==> src/rtl/instr_issuer.sv <==
// Instruction issuer: a host-fed FIFO drained into the core by a small
// IDLE/RUN/STEP/HALT sequencer. A popped 16'h0000 acts as a halt marker.
module instr_issuer #(
  parameter int DEPTH = 8
) (
  input  logic                     clock,
  input  logic                     reset,
  input  logic                     in_valid,
  input  logic [15:0]              in_instr,
  output logic                     in_ready,
  input  logic                     start,
  input  logic                     step,
  input  logic                     stop,
  output logic                     instr_valid,
  output logic [15:0]              instr,
  output logic [1:0]               state,
  output logic [$clog2(DEPTH):0]   fifo_count,
  output logic [15:0]              issued_count
);

  localparam int DATA_W = 16;
  localparam int AW     = $clog2(DEPTH);

  typedef enum logic [1:0] {
    S_IDLE = 2'd0,
    S_RUN  = 2'd1,
    S_STEP = 2'd2,
    S_HALT = 2'd3
  } state_t;

  function automatic logic is_halt_marker(input logic [DATA_W-1:0] word);
    return (word == '0);
  endfunction

  logic [DATA_W-1:0] mem [DEPTH];
  logic [AW-1:0]     wr_ptr;
  logic [AW-1:0]     rd_ptr;
  logic [DATA_W-1:0] head;
  logic              push;
  logic              pop;
  logic              fifo_empty;
  logic              head_halt;
  state_t            fsm;

  assign state      = fsm;
  assign in_ready   = (fifo_count != (AW+1)'(DEPTH));
  assign fifo_empty = (fifo_count == '0);
  assign push       = in_valid && in_ready;
  assign head       = mem[rd_ptr];
  assign head_halt  = is_halt_marker(head);

  // Only RUN and STEP drain the FIFO, and a stop command always wins over the pop.
  always_comb begin
    pop = 1'b0;
    if (!fifo_empty && !stop && (fsm == S_RUN || fsm == S_STEP))
      pop = 1'b1;
  end

  always_ff @(posedge clock) begin
    if (push)
      mem[wr_ptr] <= in_instr;
  end

  always_ff @(posedge clock or posedge reset) begin
    if (reset) begin
      wr_ptr     <= '0;
      rd_ptr     <= '0;
      fifo_count <= '0;
    end else begin
      if (push)
        wr_ptr <= wr_ptr + AW'(1);
      if (pop)
        rd_ptr <= rd_ptr + AW'(1);
      case ({push, pop})
        2'b10:   fifo_count <= fifo_count + 1'b1;
        2'b01:   fifo_count <= fifo_count - 1'b1;
        default: fifo_count <= fifo_count;
      endcase
    end
  end

  always_ff @(posedge clock or posedge reset) begin
    if (reset) begin
      fsm          <= S_IDLE;
      instr_valid  <= 1'b0;
      instr        <= '0;
      issued_count <= '0;
    end else begin
      instr_valid <= 1'b0;
      if (pop && !head_halt) begin
        instr_valid  <= 1'b1;
        instr        <= head;
        issued_count <= issued_count + 16'd1;
      end
      case (fsm)
        S_IDLE: begin
          if (stop)       fsm <= S_IDLE;
          else if (start) fsm <= S_RUN;
          else if (step)  fsm <= S_STEP;
        end
        S_RUN: begin
          if (stop)                fsm <= S_IDLE;
          else if (pop && head_halt) fsm <= S_HALT;
        end
        S_STEP: begin
          if (stop)      fsm <= S_IDLE;
          else if (pop)  fsm <= head_halt ? S_HALT : S_IDLE;
        end
        S_HALT: begin
          if (stop)       fsm <= S_IDLE;
          else if (start) fsm <= S_RUN;
        end
        default: fsm <= S_IDLE;
      endcase
    end
  end

endmodule

==> config.mk <==
export PLATFORM = sky130hd
export DESIGN_NAME = instr_issuer
export DESIGN_NICKNAME = d
export VERILOG_FILES = /design/src/rtl/instr_issuer.sv
export SDC_FILE = /design/constraint.sdc
export NUM_CORES = 1
export LEC_CHECK = 0
export BUFFER_PORTS_ARGS = -buffer_cell sky130_fd_sc_hd__buf_2
export CORE_MARGIN = 1
export CORE_UTILIZATION = 55
export CTS_CLUSTER_DIAMETER = 120
export DETAILED_ROUTE_END_ITERATION = 8
export HOLD_SLACK_MARGIN = 0.12
export PLACE_DENSITY = 0.81
export SETUP_SLACK_MARGIN = 0.2
export SYNTH_ARGS = -nofsm -noshare
export SYNTH_HDL_FRONTEND = slang
export SYNTH_SLANG_ARGS = --single-unit
==> constraint.sdc <==
create_clock -name clock -period 3 [get_ports clock]
set_input_delay 0.6 -clock clock [delete_from_list [all_inputs] [get_ports clock]]
set_output_delay 0.6 -clock clock [all_outputs]
set_load 0.03 [all_outputs]
# After elaboration in Yosys (flattened, before gate mapping)
# Memories as Yosys holds them, arrays and structs flattened.
# Cells that the tools add are included.
# totals
ff_bits	45
mem_bits_rw	128
input_bits	22
out_inout_bits	40
word_cells	53
mem_count	1
# mem_list
memory	depth	width	rd	rd_ports_with_merged_regs	wr	line_no	source
mem	8	16	1	0	1	35	logic [DATA_W-1:0] mem [DEPTH];
# op_classes
addsub	5
eq_ne	10
n_mux	16
reduce_logical	14
# op_table
cell	n
2-bit two-way mux	10
16-bit by 1-bit adder with 16-bit output, second input constant	1
16-bit zero test	1
4-bit != test, second input constant	2
2-bit one-hot mux with 4 select lines	1
4-bit one-hot mux with 2 select lines	1
3-bit by 1-bit adder with 3-bit output, second input constant	2
2-bit == test, second input constant	3
3-bit != test, second input constant	2
1-bit logical AND	5
4-bit by 1-bit adder with 4-bit output, second input constant	1
2-bit by 1-bit == test with 1-bit output, second input constant	2
4-bit zero test	1
1-bit two-way mux	4
4-bit AND reduction	1
4-bit by 1-bit subtractor with 4-bit output, second input constant	1
1-bit zero test	3
3-bit by 2-bit != test with 1-bit output, second input constant	1
2-bit zero test	1
2-bit nonzero test	1
1-bit logical OR	1

# Logic depth before layout (Yosys ltp)
# depth
word_depth	9
mapped_depth	14
mapped_depth_nobuf	12

# Worst setup path before layout
# Ideal clock, no wire load.
# synth_timing
path_kind	flip-flop to flip-flop
start	register fifo_count[0]
end	memory mem[0][0] (enable)
setup_ns	0.409
t_arrival_ns	2.578
required_time_ns	2.591
setup_slack_ns	0.013
path_stages_with_launch	6
n_path_buf	0
synth_period_minus_slack_ns	2.987
path_cell_list	dfrtp_1 nor3_1 nand2_1 nand2_1 or2_2 nor3_1
# synth_via
elab_chain_len	4
# synth_rtl
element	line_no	source
from (decl)	17	output logic [$clog2(DEPTH):0] fifo_count,
from (signal assigned)	75	2'b10: fifo_count <= fifo_count + 1'b1;
from (signal assigned)	76	2'b01: fifo_count <= fifo_count - 1'b1;
from (signal assigned)	77	default: fifo_count <= fifo_count;
4-bit != test	46	assign in_ready = (fifo_count != (AW+1)'(DEPTH));
via in_ready	10	output logic in_ready,
1-bit logical AND	48	assign push = in_valid && in_ready;
1-bit two-way mux	60	if (push)
1-bit two-way mux (implied by the code)	61	mem[wr_ptr] <= in_instr;
to (decl)	35	
# The timed path passes the listed nets, and every way through them passes these cells.

# Worst setup path in the final report
# layout_timing
start	register rd_ptr[0]
end	register fsm[1], in the netlist state[1]
# layout_via
elab_chain_len	6
elab_cells_between_ends	9
classes_between	eq/ne: 1; mux: 4; reduce/logical: 3; memory: 1
# layout_rtl
element	line_no	source
from (decl)	37	logic [AW-1:0] rd_ptr;
from (signal assigned)	73	rd_ptr <= rd_ptr + AW'(1);
memory read 8 x 16 bit (*)	n/a	
16-bit zero test (*)	32	return (word == '0);
2-bit two-way mux (2 in series)	107	else if (pop) fsm <= head_halt ? S_HALT : S_IDLE;
2-bit two-way mux	106	if (stop) fsm <= S_IDLE;
2-bit one-hot mux with 4 select lines	95	case (fsm)
to (signal assigned)	107	
to (decl)	43	state_t fsm;
# Mark *: on every way between the ends. The rest lies on a longest branch, timed or not. The select of a mux whose other input is x is not followed.
# A chain may end at the register's enable or synchronous reset.

==> impl_summary.log <==
[metrics] clk sink count: 173
[metrics] Final setup violation count: 0
[metrics] most prevalent standard cell on the critical path: sky130_fd_sc_hd__buf_4
[metrics] Min Clock Period, post-route: 2.72 ns
[metrics] total DRC errors in the routed layout: 0
[metrics] cell at the root of the clock tree: sky130_fd_sc_hd__clkbuf_16
[metrics] Setup TNS Final: 0 ns
[metrics] final-stage net count: between 500 and 600
[metrics] Max-Cap Viols: 0
[metrics] post-route standard cell area excluding fillers: 0.00835 mm^2
[metrics] class of the most critical setup path: reg -> reg
[metrics] data required time of the critical path: ~3.3 ns
[metrics] critical path data arrival time: 3.07 ns
[metrics] kind of start point of the critical path: flip-flop
[metrics] gr usage total: 22.6%
[metrics] maximum vdd drop: 0.000577 V
[metrics] Overall Power: 8.61 mW
[metrics] average cell area after synthesis: 17.5 um^2
[metrics] run status: completed
[metrics] unrepaired setup endpoints after global routing: false
[metrics] H-Tree Depth: 4
[metrics] total number of placement rows: 41
[metrics] hold-fix buffers at CTS: 0
[metrics] path category of the worst min-delay check: in -> async
[metrics] worst clock skew: 0.00509 ns
[metrics] Worst path slowest cell: sky130_fd_sc_hd__mux4_2
[metrics] die area: 0.0133 mm^2
[metrics] sequential element share of the synthesized area: 70.5%
[metrics] first-pass GRT wire length: 21100 um
[metrics] Starting Density: 56.1%
[metrics] CTS tree: built
[metrics] total half-perimeter wirelength after legalization and detailed placement: 8470 um
[metrics] worst-path maximum fanout: 9
[metrics] final global-route overflow total: 0
[metrics] FF+latch count, synth: 173
[metrics] element type at the critical path end: flip-flop
[metrics] most area-consuming cells after synthesis: sky130_fd_sc_hd__edfxtp_1, sky130_fd_sc_hd__dfrtp_1, sky130_fd_sc_hd__mux4_2
[metrics] final wirelength: 14300 um
[metrics] area growth from synthesis to layout: 18.4%
[metrics] via count of the first global-routing pass: 3943
[metrics] share of final-layout standard cells stronger than drive strength 1: roughly 34%
[metrics] area of placed instances: ~0.0076 mm^2
[metrics] post-route fraction of the period consumed by the critical path: between 90% and 100%
[metrics] series of cell instances along the critical path: buf_6 -> mux4_2 -> mux2i_2 -> nand4_1 -> buf_4 -> nor4_4 -> buf_4 -> buf_4 -> a311oi_1 -> a211oi_2
[metrics] dpl cells: 634
[metrics] number of I/O port buffers: slightly above 60
[metrics] count of boundary I/O pins: 62
[metrics] vertical die dimension: 115 um
[metrics] warnings from Yosys: 0
[metrics] area share of the largest cell type after synthesis: a little over half
[metrics] final slew viol count: 0
[metrics] Netlist Area Pre-Place: 0.00705 mm^2
[metrics] post-route core utilization: between 60% and 70%
[metrics] total clock buffers created by CTS: 17
[metrics] Longest Clk Path Bufs: 2
[metrics] horizontal extent of the die: 115 um
[metrics] count of different cell masters after synthesis: 42
[metrics] via count: roughly 3900
[metrics] Hold Violations, Final: 0
[metrics] antenna cell count: 0
[metrics] number of design-rule violations left by the first detailed-router iteration: 299
[metrics] remaining antenna violation count after routing: 0
[metrics] count of buffer and inverter cells on the critical path: 4
[metrics] clock latency on the worst-skew pair: 0.43 ns
[metrics] area of the core region: roughly 0.013 mm^2
[metrics] post-synthesis net count: roughly 440
[metrics] GP Congestion: 0.787
[metrics] Slew @ Worst Pin: 0.945 ns
[metrics] Power Density: 1030 mW/mm^2
[metrics] maximum number of pins on one net before global-route repair: 50
[metrics] detailed-routing iteration count for the pre-antenna-repair pass: 5
[metrics] Synth Instances: roughly 400
[metrics] library cell with the largest summed area after synthesis: sky130_fd_sc_hd__edfxtp_1
[metrics] static leakage power: 3.08 nW
[metrics] worst relative slew slack: 36.9%
[metrics] max incr delay on CP: 0.53 ns
[metrics] number of non-filler instances in the completed layout: 670
[metrics] post-detailed-route via-to-cell ratio: 5.86
[metrics] Clock transition at path regs: ~0.06 ns
[metrics] post-DR wirelength/cell: 21.4 um
[metrics] maximum clock frequency: 0.367 GHz
[metrics] number of antenna violations at the first check in global routing: 0
[metrics] cell family contributing the most delay on the critical path: multiplexers
## through the flow
step	setup slack, ns	hold slack (ns)
floorplan	0.221	0.489
global placement	0.192	0.468
detailed placement	0.219	0.460
CTS	0.204	0.361
global route	0.164	0.396
finish	0.277	0.388
## final cells by class
type,count,area [um^2]
inverters,10,37.5
multi-input cells,200,2030
clock inverters,15,148
well taps,172,215
clock buffers,17,425
flip-flops and latches,173,4970
fillers,823,4220
repair buffers,83,524
## cell usage after synthesis
library cell / instances
sky130_fd_sc_hd__a211oi_2: 1
sky130_fd_sc_hd__a21bo_2: 1
sky130_fd_sc_hd__a21o_1: 1
sky130_fd_sc_hd__a21oi_1: 5
sky130_fd_sc_hd__a311oi_1: 1
sky130_fd_sc_hd__and2_1: 1
sky130_fd_sc_hd__and3_1: 3
sky130_fd_sc_hd__and4_1: 2
sky130_fd_sc_hd__buf_1: 1
sky130_fd_sc_hd__buf_2: 4
sky130_fd_sc_hd__buf_4: 3
sky130_fd_sc_hd__buf_6: 2
sky130_fd_sc_hd__clkbuf_1: 11
sky130_fd_sc_hd__dfrtp_1: 45
sky130_fd_sc_hd__edfxtp_1: 128
sky130_fd_sc_hd__fa_1: 1
sky130_fd_sc_hd__ha_1: 11
sky130_fd_sc_hd__inv_1: 10
sky130_fd_sc_hd__mux2_2: 2
sky130_fd_sc_hd__mux2i_1: 17
sky130_fd_sc_hd__mux4_2: 32
sky130_fd_sc_hd__nand2_1: 13
sky130_fd_sc_hd__nand2b_1: 2
sky130_fd_sc_hd__nand3_1: 9
sky130_fd_sc_hd__nand4_1: 7
sky130_fd_sc_hd__nor2_1: 9
sky130_fd_sc_hd__nor2b_1: 1
sky130_fd_sc_hd__nor3_1: 14
sky130_fd_sc_hd__nor3b_1: 1
sky130_fd_sc_hd__nor4_1: 3
sky130_fd_sc_hd__nor4_4: 1
sky130_fd_sc_hd__nor4b_1: 1
sky130_fd_sc_hd__o21ai_0: 17
sky130_fd_sc_hd__o21bai_1: 1
sky130_fd_sc_hd__o31ai_1: 16
sky130_fd_sc_hd__o32ai_1: 1
sky130_fd_sc_hd__o41ai_1: 1
sky130_fd_sc_hd__or2_2: 1
sky130_fd_sc_hd__or3_1: 1
sky130_fd_sc_hd__or4_1: 1
sky130_fd_sc_hd__xnor2_1: 5
sky130_fd_sc_hd__xor2_1: 17
## cell families (layout without fill, tap and decap cells)
| group | Yosys count | count (layout) | share of synthesized area [%] |
|---|---|---|---|
| mux | 51 | 51 | 12.9 |
| simple gates | 70 | 70 | 5.37 |
| flops | 173 | 173 | 70.5 |
| compound gates | 45 | 45 | 4.17 |
| fa+ha+maj | 12 | 12 | 2.23 |
| xor+xnor | 22 | 22 | 2.73 |
| buf+inv | 31 | 125 | 2.09 |
## path summary, 6_finish.rpt
kind                                    end  cells after the start  slack [ns]              from
hold / removal              issued_count[1]                      2        0.39             reset
setup reg to reg                   state[1]                     10        0.28         rd_ptr[0]
setup / recovery                   state[1]                     10        0.28         rd_ptr[0]
max in group asynchronous         rd_ptr[0]                      2        1.96             reset
hold reg to reg            issued_count[15]                      1        0.47  issued_count[15]
min in group clock                 state[1]                      2        0.40              stop
## cells in the final DEF, fill, tap and decap left out, drive strengths merged, types with 5 or more instances in the layout
cell type / netlist / routed
inv: 10 / 12
edfxtp: 128 / 128
mux2i: 17 / 17
nor3: 14 / 14
nand3: 9 / 9
clkbuf: 11 / 18
ha: 11 / 11
clkinvlp: 0 / 6
nand4: 7 / 7
xor2: 17 / 17
a21oi: 5 / 5
nand2: 13 / 13
nor2: 9 / 9
o31ai: 16 / 16
clkinv: 0 / 5
o21ai: 17 / 17
dfrtp: 45 / 45
xnor2: 5 / 5
buf: 10 / 82
mux4: 32 / 32
## worst register-to-register path, cell delays in order, from the launching register on
cell	delay (ns)
sky130_fd_sc_hd__dfrtp_2	0.44
sky130_fd_sc_hd__buf_6	0.20
sky130_fd_sc_hd__mux4_2	0.53
sky130_fd_sc_hd__mux2i_2	0.22
sky130_fd_sc_hd__nand4_1	0.13
sky130_fd_sc_hd__buf_4	0.18
sky130_fd_sc_hd__nor4_4	0.26
sky130_fd_sc_hd__buf_4	0.18
sky130_fd_sc_hd__buf_4	0.16
sky130_fd_sc_hd__a311oi_1	0.12
sky130_fd_sc_hd__a211oi_2	0.21
## metal layers
layer	track usage (%)	routed length, um	vias to the layer above
met5	0	0	-
met4	12.9	306	0
met3	5.90	962	20
met2	36.6	7110	168
met1	28.0	5940	1986
li1	-	-	1750
## registers in the layout (all words and copies together), names as in the netlist
signal,count
fifo_count,4
instr,16
instr_valid,1
issued_count,16
mem,128
rd_ptr,3
state,2
wr_ptr,3
## what timing repair did
item,in CTS,in global routing
gates resized for setup,3,15
pin swaps,1,4
gates cloned,0,1
endpoints found under the setup margin,19,33
buffers inserted,0,3
## report_power, final
part | leakage [nW] | internal (mW) | switching, mW
Combinational | 1.11 | 1.26 | 1.82
Clock | 0.260 | 1.22 | 0.902
Sequential | 1.70 | 3.10 | 0.307
(Power assumes the default switching activity.)
